### config.mk
export PLATFORM = sky130hd
export DESIGN_NAME = mem_arbiter_flat
export DESIGN_NICKNAME = d
export VERILOG_FILES = /design/src/rtl/mem_arbiter_if.sv /design/src/rtl/mem_arbiter.sv /design/src/flat_wrapper.sv
export SDC_FILE = /design/constraint.sdc
export NUM_CORES = 1
export LEC_CHECK = 0
export BUFFER_PORTS_ARGS = -buffer_cell sky130_fd_sc_hd__buf_2
export CAP_MARGIN = 15
export CORE_MARGIN = 1.5
export CORE_UTILIZATION = 30
export DETAILED_ROUTE_END_ITERATION = 8
export PLACE_DENSITY_LB_ADDON = 0.05
export SYNTH_ARGS = -nofsm -noshare
export SYNTH_HDL_FRONTEND = slang
export SYNTH_SLANG_ARGS = --single-unit
### constraint.sdc
create_clock -name CLK -period 2.15 [get_ports CLK]
set_clock_uncertainty 0.15 [all_clocks]
set_input_delay 0.1075 -clock CLK [delete_from_list [all_inputs] [get_ports CLK]]
set_output_delay 0.1075 -clock CLK [all_outputs]
set_load 0.005 [all_outputs]
### src/rtl/mem_arbiter_if.sv
// Processor-side and RAM-side signal bundle for the memory arbiter.
// master is the arbiter's view; slave is the view of the processor and RAM around it.
interface mem_arbiter_if;
  logic        iREN;
  logic [31:0] iaddr;
  logic        dREN;
  logic        dWEN;
  logic [31:0] daddr;
  logic [31:0] dstore;
  logic        ihit;
  logic        dhit;
  logic [31:0] iload;
  logic [31:0] dload;
  logic        merr;
  logic        ramREN;
  logic        ramWEN;
  logic [31:0] ramaddr;
  logic [31:0] ramstore;
  logic [31:0] ramload;
  logic        ramready;

  modport master (
    input  iREN, iaddr, dREN, dWEN, daddr, dstore, ramload, ramready,
    output ihit, dhit, iload, dload, merr, ramREN, ramWEN, ramaddr, ramstore
  );

  modport slave (
    output iREN, iaddr, dREN, dWEN, daddr, dstore, ramload, ramready,
    input  ihit, dhit, iload, dload, merr, ramREN, ramWEN, ramaddr, ramstore
  );
endinterface

### src/rtl/mem_arbiter.sv
// Arbitrates instruction and data requests onto a single RAM port, data first,
// with abort, a bounded wait for ramready and a sticky timeout error.
module mem_arbiter #(
  parameter int unsigned TIMEOUT = 15
) (
  input logic           CLK,
  input logic           RST,
  mem_arbiter_if.master bus
);

  typedef enum logic [2:0] {StIdle, StDacc, StIacc, StDhit, StIhit} state_e;

  localparam logic [3:0] TimeoutCnt = 4'(TIMEOUT);

  state_e      state_q, state_d;
  logic [3:0]  cnt_q, cnt_d;
  logic        merr_q, merr_d;
  logic [31:0] iload_q, iload_d;
  logic [31:0] dload_q, dload_d;

  logic        dreq;
  logic        drd;
  logic        ram_ren;
  logic        ram_wen;
  logic [31:0] ram_addr;
  logic [31:0] ram_store;

  assign dreq = bus.dREN | bus.dWEN;
  // A write wins when both enables are set.
  assign drd  = bus.dREN & ~bus.dWEN;

  always_comb begin
    state_d   = state_q;
    cnt_d     = cnt_q;
    merr_d    = merr_q;
    iload_d   = iload_q;
    dload_d   = dload_q;
    ram_ren   = 1'b0;
    ram_wen   = 1'b0;
    ram_addr  = '0;
    ram_store = '0;
    unique case (state_q)
      StIdle: begin
        if (dreq) begin
          state_d = StDacc;
          cnt_d   = '0;
        end else if (bus.iREN) begin
          state_d = StIacc;
          cnt_d   = '0;
        end
      end
      StDacc: begin
        ram_addr  = bus.daddr;
        ram_store = bus.dstore;
        ram_wen   = bus.dWEN;
        ram_ren   = drd;
        // Completion beats timeout, timeout beats abort.
        if (bus.ramready) begin
          state_d = StDhit;
          if (drd) dload_d = bus.ramload;
        end else if (cnt_q == TimeoutCnt) begin
          state_d = StIdle;
          merr_d  = 1'b1;
        end else if (!dreq) begin
          state_d = StIdle;
        end else begin
          cnt_d = cnt_q + 4'd1;
        end
      end
      StIacc: begin
        ram_addr = bus.iaddr;
        ram_ren  = 1'b1;
        if (bus.ramready) begin
          state_d = StIhit;
          iload_d = bus.ramload;
        end else if (cnt_q == TimeoutCnt) begin
          state_d = StIdle;
          merr_d  = 1'b1;
        end else if (!bus.iREN) begin
          state_d = StIdle;
        end else begin
          cnt_d = cnt_q + 4'd1;
        end
      end
      StDhit:  state_d = StIdle;
      StIhit:  state_d = StIdle;
      default: state_d = StIdle;
    endcase
  end

  always_ff @(posedge CLK or posedge RST) begin
    if (RST) begin
      state_q <= StIdle;
      cnt_q   <= '0;
      merr_q  <= 1'b0;
      iload_q <= '0;
      dload_q <= '0;
    end else begin
      state_q <= state_d;
      cnt_q   <= cnt_d;
      merr_q  <= merr_d;
      iload_q <= iload_d;
      dload_q <= dload_d;
    end
  end

  assign bus.ihit     = (state_q == StIhit);
  assign bus.dhit     = (state_q == StDhit);
  assign bus.iload    = iload_q;
  assign bus.dload    = dload_q;
  assign bus.merr     = merr_q;
  assign bus.ramREN   = ram_ren;
  assign bus.ramWEN   = ram_wen;
  assign bus.ramaddr  = ram_addr;
  assign bus.ramstore = ram_store;

endmodule
### src/flat_wrapper.sv
// flat-port wrapper written by rule: the top's interface ports become plain ports
module mem_arbiter_flat 
#(
  parameter int unsigned TIMEOUT = 15
)
  (CLK, RST, bus_iREN, bus_iaddr, bus_dREN, bus_dWEN, bus_daddr, bus_dstore, bus_ramload, bus_ramready, bus_ihit, bus_dhit, bus_iload, bus_dload, bus_merr, bus_ramREN, bus_ramWEN, bus_ramaddr, bus_ramstore);
  mem_arbiter_if bus_i ();
  input logic CLK;
  input logic RST;
  input wire logic [$bits(bus_i.iREN)-1:0] bus_iREN;
  input wire logic [$bits(bus_i.iaddr)-1:0] bus_iaddr;
  input wire logic [$bits(bus_i.dREN)-1:0] bus_dREN;
  input wire logic [$bits(bus_i.dWEN)-1:0] bus_dWEN;
  input wire logic [$bits(bus_i.daddr)-1:0] bus_daddr;
  input wire logic [$bits(bus_i.dstore)-1:0] bus_dstore;
  input wire logic [$bits(bus_i.ramload)-1:0] bus_ramload;
  input wire logic [$bits(bus_i.ramready)-1:0] bus_ramready;
  output wire logic [$bits(bus_i.ihit)-1:0] bus_ihit;
  output wire logic [$bits(bus_i.dhit)-1:0] bus_dhit;
  output wire logic [$bits(bus_i.iload)-1:0] bus_iload;
  output wire logic [$bits(bus_i.dload)-1:0] bus_dload;
  output wire logic [$bits(bus_i.merr)-1:0] bus_merr;
  output wire logic [$bits(bus_i.ramREN)-1:0] bus_ramREN;
  output wire logic [$bits(bus_i.ramWEN)-1:0] bus_ramWEN;
  output wire logic [$bits(bus_i.ramaddr)-1:0] bus_ramaddr;
  output wire logic [$bits(bus_i.ramstore)-1:0] bus_ramstore;
  assign bus_i.iREN = bus_iREN;
  assign bus_i.iaddr = bus_iaddr;
  assign bus_i.dREN = bus_dREN;
  assign bus_i.dWEN = bus_dWEN;
  assign bus_i.daddr = bus_daddr;
  assign bus_i.dstore = bus_dstore;
  assign bus_i.ramload = bus_ramload;
  assign bus_i.ramready = bus_ramready;
  assign bus_ihit = bus_i.ihit;
  assign bus_dhit = bus_i.dhit;
  assign bus_iload = bus_i.iload;
  assign bus_dload = bus_i.dload;
  assign bus_merr = bus_i.merr;
  assign bus_ramREN = bus_i.ramREN;
  assign bus_ramWEN = bus_i.ramWEN;
  assign bus_ramaddr = bus_i.ramaddr;
  assign bus_ramstore = bus_i.ramstore;
  mem_arbiter #(.TIMEOUT(TIMEOUT)) u_core (.CLK(CLK), .RST(RST), .bus(bus_i));
endmodule
# Word-level counts from Yosys, hierarchy flattened
# Cells that the tools add are included.
# totals
inputBits,134
wordCells,54
output_inout_bits,133
ff_bits,72
# op_classes
n_bitwise,4
mux,22
addsub,1
n_reduce_logical,8
n_eq_ne,14
# op_table
op,count
32-bit one-hot mux with 2 select lines,1
32-bit two-way mux,1
4-bit two-way mux,8
3-bit two-way mux,8
4-bit one-hot mux with 3 select lines,1
"2-bit inequality test, second input constant",5
3-bit one-hot mux with 3 select lines,1
3-bit AND reduction,3
8-bit AND reduction,1
"3-bit by 2-bit equality test with 1-bit output, second input constant",2
"4-bit by 1-bit adder with 4-bit output, second input constant",1
"4-bit equality test, second input constant",1
"4-bit by 3-bit inequality test with 1-bit output, second input constant",1
"4-bit inequality test, second input constant",1
"3-bit by 1-bit equality test with 1-bit output, second input constant",1
"3-bit equality test, second input constant",1
3-bit zero test,1
"3-bit by 2-bit inequality test with 1-bit output, second input constant",1
3-bit nonzero test,1
"2-bit by 1-bit inequality test with 1-bit output, second input constant",1
1-bit inverter,2
1-bit one-hot mux with 2 select lines,1
2-bit AND reduction,1
2-bit OR reduction,1
other kinds (3),3

# Longest topological paths before layout
# logic_depth
word_depth,5
ltp_mapped,7

# Worst setup path before layout
# Ideal clock, no wire load.
# synth_path
path_kind,register to register
from,reg u_core.cnt_q[0]
to,reg u_core.cnt_q[3]
setup_time_ps,127
arrival_time_ps,1837
required_ps,1873
slack_ps,36
path_stages_with_launch,8
cell_sequence,dfrtp_1 > ha_1 > and3_1 > o21ba_1 > or4_1 > buf_2 > o21ai_1 > o31ai_2
# synth_between
elab_chain_len,5
elab_cells_between_ends,12
cone_classes,1 x add/sub; 3 x eq/ne; 7 x mux; 1 x reduce/logical
# synth_lines
element,line,rtl
start: declaration,mem_arbiter.sv:16,"logic [3:0] cnt_q, cnt_d;"
start signal: assignment,mem_arbiter.sv:100,cnt_q <= cnt_d;
4-bit by 1-bit adder with 4-bit output,"mem_arbiter.sv:67, mem_arbiter.sv:82",
4-bit two-way mux (on tied branches),"mem_arbiter.sv:79, mem_arbiter.sv:64",
4-bit two-way mux (on tied branches),"mem_arbiter.sv:76, mem_arbiter.sv:61",
4-bit two-way mux (on tied branches),"mem_arbiter.sv:73, mem_arbiter.sv:58",
4-bit one-hot mux with 3 select lines,mem_arbiter.sv:42,unique case (state_q)
# Several ways; a longest one is shown, not always the timed one. The select of a mux whose other input is x is not followed.
# A chain may end at the register's enable or synchronous reset.

# Worst setup path in the final report
# layout_path
from,reg u_core.cnt_q[0]
to,reg u_core.cnt_q[2]
# The elaborated chain is that of the path after synthesis.

==> metrics.yaml <==
drt:
  drtAntennaViolNets: 0
  first_pass_iters: 4
  drc_errors: 0
  via_per_inst: 4.60
  vias: 3317
  wl_per_cell_um: 16.3
  routed_wl_um: 11800
  drt_iter0_drc: 134
flow_run:
  maxCapViolations: 0
yosys:
  synthCells: 273
  synth.net_count: 408
  ys_seq_area_share_pct: 52.3
  async_reset_ff_share_pct: 100
  synth_commonest_cells: "dfrtp_1 (72), mux2_2 (63), and2_1 (34)"
  post_synth_main_area_contributors: "dfrtp_1 (52%), mux2_2 (21%), a22o_1 (8.1%)"
  synth_area_um2: 3440
  synthFlopType: "dfrtp_1"
  ys_seq_elements: 72
  synth_most_common_cell: "dfrtp_1"
  synth-edff-count: 0
  synth_largest_area_cell: "dfrtp_1"
  yosysTopAreaCellShare_pct: 52.3
  ys_warn_count: 0
  syn_avg_cell_area_um2: 12.6
  ys_types: 35
floorplanning:
  coreArea_um2: 11000
  die_w_um: 110
  die_h_um: 110
  initial_core_util_pct: 31.2
  io_pins: 267
  dieArea_um2: 12100
  rows: 38
grt:
  grt_pass1_wl_um: 16500
  globalRouteTotalUtil_pct: 18.2
  busiest_layer: "met2"
  met1_usage_pct: 20.3
  grtUsageMet3_pct: 5.17
  grt_pass1_vias: 3232
  antenna_found_initial: 1
  overflow: 0
  use_met2_pct: 33.6
  grt_max_degree: 51
run_status:
  status: "complete, no violations"
clock_tree:
  cts.sinks: 72
  cts_buffer_depth: 2
  cts_tree: "built"
  htreeDepth: 3
  cts_buffers: 9
  clk_pin_slew_ns: 0.06
  cts_root_buffer: "clkbuf_16"
  clk_latency_ns: 0.31
power:
  p_per_area_nw_per_um2: 1300
  peakVddDrop_mv: 0.579
  leakage_nw: 3.02
critical_path:
  worstReg2RegEnd: "u_core.cnt_q[2]$_DFFE_PP0P_"
  startpoint: "u_core.cnt_q[0]$_DFFE_PP0P_"
  worstPathMaxFanout: 8
  r2r_slack_ns: 0.08
  worstReg2RegStart: "u_core.cnt_q[0]$_DFFE_PP0P_"
  cp.arrival_ns: 2.12
  rr_worst_depth: 6
  endpoint_kind: "flop"
  crit_end: "u_core.cnt_q[2]$_DFFE_PP0P_"
  path_class: "flop to flop"
  start_kind: "flop"
  worstPathRequired_ns: 2.20
sta:
  worstMarginPinSlew_ns: 0.491
  finalHoldViolCount: 0
  slew_viol_final: 0
  rsz0062_at_grt: "false"
  fmax_ghz: 0.482
  period_share_pct: 96.5
  slew_headroom_pct: 67.2
  fin_ws_ns: 0.0751
  min_period_ns: 2.07
  setup_viol: 0
  hold_ws_ns: 0.0496
place:
  gp_congestion: 0.770
  portBuffers: 266
  place_hpwl_um: 8770
  pre_cts_ws_ns: -0.0245
worst_hold_path:
  hold_class: "input port to flop"
final_layout:
  syn_to_final_growth_pct: 65.6
  finish.net_count: 710
  layout-drive-gt1-share_pct: 64.0
## repair_timing
action,4_1_cts,5_1_grt
buffers inserted,0,2
gates cloned,1,0
endpoints found under the hold margin,86,0
endpoints found under the setup margin,4,37
pin swaps,0,1
hold buffers,33,0
gates resized for setup,4,3
## through the flow
stage | utilization [%] | instances | setup TNS (ns) | area (um^2) | total power [mW]
2_1_floorplan | - | 273 | 0 | 3440 | 4.06
3_3_place_gp | 45.3 | 668 | 0 | 5000 | 5.73
3_5_place_dp | 45.3 | 668 | -0.0417 | 5000 | 5.76
4_1_cts | 51.5 | 718 | -0.0812 | 5680 | 7.51
5_1_grt | 51.7 | 721 | 0 | 5700 | 7.93
6_report | 51.7 | 721 | 0 | 5700 | 7.41
## cell usage in the layout, fill, tap and decap left out, drive strengths merged, types with 4 or more instances in the layout
| master | count |
|---|---|
| and2 | 34 |
| nand2 | 4 |
| a22o | 32 |
| clkbuf | 10 |
| o21ai | 5 |
| mux2 | 64 |
| a21oi | 6 |
| nor2 | 5 |
| nor3 | 4 |
| buf | 280 |
| dlygate4sd3 | 33 |
| dfrtp | 72 |
## sequential cells by signal, summed over array words and instances, names as in the netlist
name and count:
u_core.bus.dload 32, u_core.bus.iload 32, u_core.bus.merr 1, u_core.cnt_q 4, u_core.state_q 3
## power by group
| group | total [mW] | internal, mW | switching, mW | leakage, nW |
|---|---|---|---|---|
| clock network | 1.50 | 0.933 | 0.562 | 0.145 |
| registers | 2.31 | 2.00 | 0.313 | 0.875 |
| logic | 3.60 | 2.01 | 1.58 | 2.00 |
| total | 7.41 | 4.95 | 2.46 | 3.02 |
## metal layers
metal | up-vias | share of wire [%] | routed length (um)
met5 | - | 0 | 0
met4 | 0 | 1.1 | 129
met3 | 8 | 7.9 | 930
met2 | 140 | 51 | 6030
met1 | 1572 | 40 | 4670
li1 | 1597 | - | -
## worst max-delay path, stage by stage, from the launching register on
cell and delay (ns):
dfrtp_1 0.38, ha_1 0.21, and3_1 0.18, o21ba_1 0.17
or4_4 0.58, o21ai_0 0.19, o21ai_1 0.09
## worst min-delay path by stage
stage	start	endpoint	slack [ns]	cells after the start
2_1_floorplan	bus_ramload[21]	u_core.bus.dload[21]$_DFFE_PP0P_	0.09	1
3_3_place_gp	RST	u_core.bus.dload[4]$_DFFE_PP0P_	0.02	2
3_5_place_dp	RST	u_core.bus.iload[4]$_DFFE_PP0P_	0.02	2
4_1_cts	bus_ramready	u_core.state_q[0]$_DFFE_PP0P_	0.02	3
5_1_grt	bus_iREN	u_core.state_q[1]$_DFFE_PP0P_	0.06	4
6_report	bus_iREN	u_core.state_q[1]$_DFFE_PP0P_	0.05	4
## cell families after synthesis
family / after synthesis / synth area share, %
DFF: 72 / 52.3
and+or+nand+nor: 60 / 10.9
AOI/OAI and AO/OA: 52 / 12.0
buffers and inverters: 24 / 3.45
muxes: 64 / 20.9
adders and majority gates: 1 / 0.363
## cell type report
class / count / area (um^2)
diodes: 1 / 2.50
clock buffers: 10 / 239
clock inverters: 6 / 67.6
fillers: 1038 / 5330
inverters: 2 / 7.51
multi-input cells: 177 / 1550
flip-flops and latches: 72 / 1800
well taps: 140 / 175
repair buffers: 313 / 1860
Power figures use the tool's default switching activity.
